--- src/rtl/snes_poll_scheduler.sv ---
// SNES/NES two-port poll scheduler: drives the shared latch/clock bus, debounces
// each button over whole frames and holds new presses as a valid/ack event.

module snes_debounce_cell #(
    parameter int DEBOUNCE_FRAMES = 3
) (
    input  logic clk_50,
    input  logic rst_n,
    input  logic commit,
    input  logic raw,
    output logic stable,
    output logic rise
);
    logic [3:0] cnt;
    logic       hit;

    // hit: this commit is the DEBOUNCE_FRAMES-th consecutive disagreeing frame
    assign hit  = commit && (raw != stable) && (cnt == 4'(DEBOUNCE_FRAMES - 1));
    assign rise = hit && raw;

    always_ff @(posedge clk_50 or negedge rst_n) begin
        if (!rst_n) begin
            cnt    <= '0;
            stable <= 1'b0;
        end else if (commit) begin
            if (raw == stable) begin
                cnt <= '0;
            end else if (hit) begin
                cnt    <= '0;
                stable <= raw;
            end else begin
                cnt <= cnt + 4'd1;
            end
        end
    end
endmodule

module snes_poll_scheduler #(
    parameter int HALF_PERIOD     = 300,
    parameter int POLL_INTERVAL   = 30000,
    parameter int DEBOUNCE_FRAMES = 3
) (
    input  logic        clk_50,
    input  logic        rst_n,
    input  logic        poll_en,
    input  logic        p1_dout,
    input  logic        p2_dout,
    output logic        controller_latch,
    output logic        controller_clk,
    output logic        frame_done,
    output logic [11:0] p1_buttons,
    output logic [11:0] p2_buttons,
    output logic        event_valid,
    output logic [11:0] p1_press,
    output logic [11:0] p2_press,
    input  logic        event_ack
);
    localparam int NUM_PORTS = 2;
    localparam int BTN_W     = 12;
    localparam int T_MAX     = (POLL_INTERVAL > 2 * HALF_PERIOD) ? POLL_INTERVAL : 2 * HALF_PERIOD;
    localparam int TW        = $clog2(T_MAX + 1);

    localparam logic [TW-1:0] T_LATCH = TW'(2 * HALF_PERIOD - 1);
    localparam logic [TW-1:0] T_HALF  = TW'(HALF_PERIOD - 1);
    localparam logic [TW-1:0] T_POLL  = TW'(POLL_INTERVAL);
    localparam logic [TW-1:0] T_ONE   = TW'(1);

    typedef enum logic [2:0] {
        S_IDLE, S_LATCH, S_SETTLE, S_CLK_LO, S_CLK_HI, S_DONE
    } state_t;

    state_t        state, state_nxt;
    logic [TW-1:0] timer, timer_nxt;
    logic [3:0]    bit_idx, bit_idx_nxt;
    logic          sample;
    logic          commit;

    logic [NUM_PORTS-1:0][BTN_W-1:0] raw_q;
    logic [NUM_PORTS-1:0][BTN_W-1:0] stable;
    logic [NUM_PORTS-1:0][BTN_W-1:0] rise;
    logic [NUM_PORTS-1:0][BTN_W-1:0] press_q, press_nxt;

    always_ff @(posedge clk_50 or negedge rst_n) begin
        if (!rst_n) begin
            state   <= S_IDLE;
            timer   <= '0;
            bit_idx <= '0;
        end else begin
            state   <= state_nxt;
            timer   <= timer_nxt;
            bit_idx <= bit_idx_nxt;
        end
    end

    // Timed states load duration-1 and leave at zero. IDLE is loaded with the
    // full interval and leaves as its countdown reaches zero, giving exactly
    // POLL_INTERVAL idle cycles; from reset the timer is already zero.
    always_comb begin
        state_nxt   = state;
        timer_nxt   = timer;
        bit_idx_nxt = bit_idx;
        sample      = 1'b0;
        case (state)
            S_IDLE: begin
                if (timer != '0) timer_nxt = timer - T_ONE;
                if (poll_en && timer <= T_ONE) begin
                    state_nxt = S_LATCH;
                    timer_nxt = T_LATCH;
                end
            end
            S_LATCH: begin
                if (timer == '0) begin
                    state_nxt = S_SETTLE;
                    timer_nxt = T_HALF;
                end else begin
                    timer_nxt = timer - T_ONE;
                end
            end
            S_SETTLE: begin
                if (timer == '0) begin
                    state_nxt   = S_CLK_LO;
                    timer_nxt   = T_HALF;
                    bit_idx_nxt = '0;
                    sample      = 1'b1;
                end else begin
                    timer_nxt = timer - T_ONE;
                end
            end
            S_CLK_LO: begin
                if (timer == '0) begin
                    state_nxt = S_CLK_HI;
                    timer_nxt = T_HALF;
                end else begin
                    timer_nxt = timer - T_ONE;
                end
            end
            S_CLK_HI: begin
                if (timer == '0) begin
                    if (bit_idx == 4'd15) begin
                        state_nxt = S_DONE;
                    end else begin
                        state_nxt   = S_CLK_LO;
                        timer_nxt   = T_HALF;
                        bit_idx_nxt = bit_idx + 4'd1;
                        sample      = 1'b1;
                    end
                end else begin
                    timer_nxt = timer - T_ONE;
                end
            end
            S_DONE: begin
                state_nxt = S_IDLE;
                timer_nxt = T_POLL;
            end
            default: state_nxt = S_IDLE;
        endcase
    end

    // Bus pins are registered from the next state, so data is sampled on the
    // same edge that drives controller_clk low.
    always_ff @(posedge clk_50 or negedge rst_n) begin
        if (!rst_n) begin
            controller_latch <= 1'b0;
            controller_clk   <= 1'b1;
            frame_done       <= 1'b0;
        end else begin
            controller_latch <= (state_nxt == S_LATCH);
            controller_clk   <= (state_nxt != S_CLK_LO);
            frame_done       <= (state_nxt == S_DONE);
        end
    end

    always_ff @(posedge clk_50 or negedge rst_n) begin
        if (!rst_n) begin
            raw_q <= '0;
        end else if (sample) begin
            for (int b = 0; b < BTN_W; b++) begin
                if (bit_idx_nxt == 4'(b)) begin
                    raw_q[0][b] <= ~p1_dout;
                    raw_q[1][b] <= ~p2_dout;
                end
            end
        end
    end

    assign commit = (state == S_DONE);

    for (genvar p = 0; p < NUM_PORTS; p++) begin : g_port
        for (genvar b = 0; b < BTN_W; b++) begin : g_btn
            snes_debounce_cell #(
                .DEBOUNCE_FRAMES(DEBOUNCE_FRAMES)
            ) u_cell (
                .clk_50 (clk_50),
                .rst_n  (rst_n),
                .commit (commit),
                .raw    (raw_q[p][b]),
                .stable (stable[p][b]),
                .rise   (rise[p][b])
            );
        end
    end

    // An accepted ack drops what was pending but keeps presses landing this edge.
    assign press_nxt = (event_ack && event_valid) ? rise : (press_q | rise);

    always_ff @(posedge clk_50 or negedge rst_n) begin
        if (!rst_n) begin
            press_q     <= '0;
            event_valid <= 1'b0;
        end else begin
            press_q     <= press_nxt;
            event_valid <= |press_nxt;
        end
    end

    assign p1_buttons = stable[0];
    assign p2_buttons = stable[1];
    assign p1_press   = press_q[0];
    assign p2_press   = press_q[1];
endmodule
--- config.mk ---
export PLATFORM = sky130hd
export DESIGN_NAME = snes_poll_scheduler
export DESIGN_NICKNAME = d
export VERILOG_FILES = /design/src/rtl/snes_poll_scheduler.sv
export SDC_FILE = /design/constraint.sdc
export NUM_CORES = 1
export LEC_CHECK = 0
export CORE_UTILIZATION = 60
export CTS_CLUSTER_DIAMETER = 30
export CTS_CLUSTER_SIZE = 25
export DETAILED_ROUTE_END_ITERATION = 10
export GPL_TIMING_DRIVEN = 1
export PLACE_DENSITY_LB_ADDON = 0.05
export SYNTH_ARGS = -nofsm -noshare
export SYNTH_HDL_FRONTEND = slang
export SYNTH_SLANG_ARGS = --single-unit
--- constraint.sdc ---
create_clock -name clk_50 -period 3 [get_ports clk_50]
set_clock_uncertainty 0.1 [all_clocks]
set_input_delay 0.6 -clock clk_50 [delete_from_list [all_inputs] [get_ports clk_50]]
set_output_delay 0.6 -clock clk_50 [all_outputs]
set_load 0.05 [all_outputs]
# Word-level counts from Yosys, hierarchy flattened

Index checks and enable logic that the tools add are counted.

Register bits after elaboration: 194
Input bits: 6
Output and inout bits: 52
Logic and storage cells: 417

$add $sub $neg: 26
$lt $le $gt $ge: 1
Equal/unequal tests: 94
Mux-type cells: 70
Bitwise logic cells: 27
Reductions and logical operators: 118

Operator list:

| operator                | count |
|---|---|
| $mux W4                 | 51 |
| $eq A4 B2 Y1 const B    | 26 |
| $add A4 B1 Y4 const B   | 25 |
| $mux W15                | 5 |
| $reduce_and A3 Y1       | 25 |
| $logic_and A1 B1 Y1     | 74 |
| $pmux W15 S4            | 1 |
| $not A1 Y1              | 26 |
| $eq A1 B1 Y1            | 24 |
| $mux W24                | 1 |
| $ne A1 B1 Y1            | 24 |
| $or A24 B24 Y24         | 1 |
| $reduce_and A2 Y1       | 12 |
| $reduce_or A24 Y1       | 1 |
| $eq A4 B4 Y1 const B    | 5 |
| $mux W3                 | 6 |
| $eq A4 B3 Y1 const B    | 4 |
| $le A15 B1 Y1 const B   | 1 |
| $logic_not A15 Y1       | 1 |
| $pmux W3 S5             | 1 |
| $reduce_bool A15 Y1     | 1 |
| $sub A15 B1 Y15 const B | 1 |
| $eq A3 B3 Y1 const B    | 3 |
| $pmux W4 S2             | 1 |
| other kinds (11)        | 16 |

# Longest topological paths before layout

Depth in word-level cells: 7
Mapped depth: 11

# Hierarchy

Synthesis repeated with hierarchy kept, for this count alone.

Cell total of the unflattened synthesis: 982
Area total of the unflattened synthesis: 10237.3 µm²

By module, submodules not included:

| module              | instances | cells an instance | area each (µm²) |
|---|---|---|---|
| snes_debounce_cell  | 24        | 26                | 276.5 |
| snes_poll_scheduler | 1         | 358               | 3601.0 |

# Least setup slack after synthesis

OpenSTA, ideal clock, no wires.

Path kind: reg2reg
From: register timer[0]
To: register raw_q[10] (netlist bit)
Data arrival time: 2.299 ns
Slack: 0.464 ns
Stages on the path, launching flop included: 10
Path buffers: 1
Clock period less this slack: 2.536 ns
Cells stage by stage: dfrtp_1 > inv_1 > ha_1 > nor4b_1 > and4_1 > buf_4 > a31oi_1 > or2_4 > or4_4 > mux2i_1

Longest elaborated chain between the ends: 5
Elaborated cells on any way between the ends: 9
Classes of those cells: eq/ne: 1; mux: 6; reduce/logical: 2

RTL lines:

| element                              | RTL line | text |
|---|---|---|
| start: declaration                   | 73       | `logic [TW-1:0] timer, timer_nxt;` |
| start signal: assignment             | 90       | `timer <= timer_nxt;` |
| $logic_not A15 Y1 *                  | 120, 138 |  |
| $mux W4 (on tied branches)           | 138, 120 |  |
| $pmux W4 S2                          | 103      | `case (state)` |
| $eq A4 B4 Y1                         | 178      | `if (bit_idx_nxt == 4'(b)) begin` |
| $reduce_and A2 Y1 (no source line) * | --       |  |
| end signal: indexed assignment       | 179      | `raw_q[0][b] <= ~p1_dout;` |
| end signal: indexed assignment       | 180      | `raw_q[1][b] <= ~p2_dout;` |
| end: declaration                     | 78       | `logic [NUM_PORTS-1:0][BTN_W-1:0] raw_q;` |

Every way passes the cells marked *; elsewhere a longest branch is shown, timed or not.
A chain may end at the register's enable or synchronous reset.

# Worst setup path after layout

From: register timer[1]
To: register raw_q[22] (netlist bit)

Same word-level chain as after synthesis.

==> results.tsv <==
stage	metric	value	unit
yosys	ys.flop_type	dfrtp_1	
timing	finalCriticalPeriod	2.709	ns
place	pre_cts_ws	0.2099	ns
cts	cts_tree	built	
worst_setup_path	timing.rr.end	raw_q[22]	
worst_setup_path	crit_buf_inv	1	
detailed_routing	antenna_left	0	
yosys	synth_cell_types	58	
place	gp_congestion	0.9110	
cts	cts_resized	0	
timing	timing.fmax	0.3692	GHz
die	die-area	17210	sq um
worst_setup_path	slowest_stage	or4_4	
grt	grt_overflow_total	0	
job	maxCapViolCount	0	
timing	hold_viol_final	0	
die	rows	46	
timing	fin_crit_sh	90.30	%
detailed_routing	wl_per_cell	16.43	microns
finish	layout_common_cells	193 x dfrtp_1, 179 x o21ai_0, 141 x nand2_1, 56 x inv_1, 56 x clkdlybuf4s50_1	
timing	finalSetupTns	0	ns
worst_setup_path	cp_data_arrival_time	2.89	ns
status	status	completed	
detailed_routing	drtIter0Drc	574	
cts	clk_pin_slew	0.07	ns
cts	clock_sinks	194	
worst_setup_path	r2r_cells	8	
detailed_routing	drc_errors	0	
cts	cts-buffers-inserted	17	
cts	cts.path.max_buffers	2	
finish	antenna_cells	0	
yosys	synthCells	1064	
cts	postCtsHoldBufs	0	
grt	grt.total_usage	26.74	%
grt	grt_max_degree	85	
worst_setup_path	crit_family	simple AND/OR/NAND/NOR gates	
yosys	yosysTopAreaCellShare	48.23	%
finish	layout.nets	1170	
finish	area_growth	14.51	%
yosys	postSynthAreaPerCell	9.411	sq um
worst_setup_path	crit_path_end_kind	flip-flop	
place	dp_hpwl	15410	microns
die	die_w	131.2	microns
yosys	netlist_area	10010	sq um
power_and_ir_drop	leakage	5.015	nW
detailed_routing	drt-pass1-iter-count	6	
finish	finalInstanceArea	11470	sq um
cts	cts_root_buf	clkbuf_16	
worst_setup_path	path_class	flip-flop to flip-flop	
worst_setup_path	startpoint_type	flip-flop	
timing	slew_viol_final	0	
timing	setup_viol	0	
yosys	ys_seq_area_share	48.49	%
worst_setup_path	timing.rr.start	timer[1]	
place	placed_cell_area	10820	sq um
worst_setup_path	max_stage_delay	0.54	ns
power_and_ir_drop	ir_drop	0.0004403	V
detailed_routing	wl	22040	microns
yosys	synth_edf_count	0	
cts	clk_latency	0.44	ns
timing	rsz0062_at_grt	false	
grt	grt_pass1_wl	36880	microns
worst_setup_path	crit_chain	inv_1, ha_1, nor4b_1, and4_1, a31oi_1, or2_4, or4_4, mux2i_1	
yosys	synth_area_leaders	dfrtp_1 48%, o21ai_0 8.9%, ha_1 6.5%, nand2_1 5.3%, nor2b_1 2.6%	
worst_setup_path	worstPathMaxFanout	5	
yosys	syn_nets	1122	
yosys	synth_warnings	0	
place	portBuffers	57	
detailed_routing	vias	7742	
cts	post-cts-setup-buffers	0	
timing	max_slew_margin	46.38	%
detailed_routing	routed_via_density	5.773	
cts	cts.htree.levels	4	
yosys	synth-seq-cells	194	
worst_hold_path	hp-class	input port to async pin	
die	core_region_area	16120	sq um
yosys	synth_top_area_cell	dfrtp_1	
power_and_ir_drop	p_total	5.286	mW
power_and_ir_drop	powerDensity	461.0	nW/um^2
die	dieHeight	131.2	microns
finish	final_common_cell	dfrtp_1	
worst_setup_path	reg2reg_slack	0.29	ns
timing	worstMarginPinSlew	0.8043	ns
grt	grt_pass1_vias	7330	
timing	worst_slack	0.2911	ns
die	ios	58	
grt	antenna_found_initial	0	
worst_setup_path	crit_required	3.18	ns
yosys	async_flop_share	100.0	%
finish	drive_above_1_share	7.289	%
die	initial_core_util	62.14	%
## worst max-delay path by stage
| stage | start | slack, ns | end | depth (start not counted) |
|---|---|---|---|---|
| floorplan | timer[0] | 0.46 | raw_q[10] | 9 |
| global placement | event_ack | 0.23 | event_valid | 7 |
| detailed placement | event_ack | 0.21 | event_valid | 7 |
| CTS | timer[1] | 0.29 | raw_q[22] | 8 |
| global route | timer[1] | 0.09 | raw_q[12] | 9 |
| finish | timer[1] | 0.29 | raw_q[22] | 8 |
## synth_stat cells, types with 2 or more instances
cell type / count
a211oi_1: 4
a21oi_1: 18
a22oi_1: 2
a31oi_1: 7
a32o_1: 16
a41oi_1: 2
and2_1: 2
and3_1: 4
buf_1: 2
buf_2: 2
buf_4: 25
clkbuf_1: 30
dfrtp_1: 193
ha_1: 52
inv_1: 56
mux2_2: 4
mux2i_1: 21
nand2_1: 141
nand2b_1: 30
nand3_1: 30
nand3b_1: 2
nand4_1: 5
nor2_1: 53
nor2b_1: 42
nor3_1: 11
nor3b_1: 26
nor4_1: 3
o21ai_0: 179
o21bai_1: 2
o221ai_1: 2
o22a_1: 3
o22ai_1: 6
o2bb2ai_1: 2
o31a_1: 2
o31ai_1: 32
o32ai_1: 2
or2_2: 2
or3_1: 13
or4_1: 6
or4_4: 2
xnor2_1: 8
xor2_1: 4
## logic make-up (layout without fill, tap and decap cells)
group           count (synthesis)  in the layout  synth area share (%)
mux                            25             25                 2.549
buf+inv                       116            177                 5.311
compound gates                285            285                 16.92
flops                         194            194                 48.49
fa+ha+maj                      52             52                 6.498
simple gates                  380            380                 19.18
xor+xnor                       12             12                 1.050
## metal layers
metal | vias to the layer above | routed length (microns) | GRT usage (%)
met2 | 150 | 10670 | 43.38
met3 | 24 | 823 | 3.858
met5 | - | 0 | 0
li1 | 3817 | - | -
met4 | 0 | 304 | 8.170
met1 | 3751 | 10240 | 37.18
## report_power, final
group | switching [mW] | leakage, nW | internal, mW
combinational | 0.129 | 2.13 | 0.0450
clock | 1.04 | 0.309 | 1.43
sequential | 0.0130 | 2.58 | 2.63
## layout make-up
cell class	count	area, sq um
multi-input cells	754	4633
fillers	1183	4649
inverters	57	214.0
repair buffers	88	844.6
well taps	216	270.3
flip-flops and latches	194	4856
clock buffers	18	439.2
clock inverters	14	209.0
## sequential cells by signal, indices dropped and copies added, names as in the netlist
| signal | flops |
|---|---|
| bit_idx | 4 |
| controller_clk | 1 |
| controller_latch | 1 |
| event_valid | 1 |
| frame_done | 1 |
| g_port.g_btn.u_cell.cnt | 96 |
| g_port.g_btn.u_cell.stable | 24 |
| p1_press | 12 |
| p2_press | 12 |
| raw_q | 24 |
| state | 3 |
| timer | 15 |
## stage by stage
| step | std cells | hold WS [ns] | util [%] |
|---|---|---|---|
| after floorplan | 1064 | 0.2044 | - |
| after global placement | 1309 | 0.3635 | 67.13 |
| after detailed placement | 1309 | 0.3712 | 67.13 |
| after CTS | 1341 | 0.09022 | 71.15 |
| after global routing | 1341 | 0.09994 | 71.15 |
| final | 1341 | 0.06355 | 71.15 |
Power figures use the tool's default switching activity.
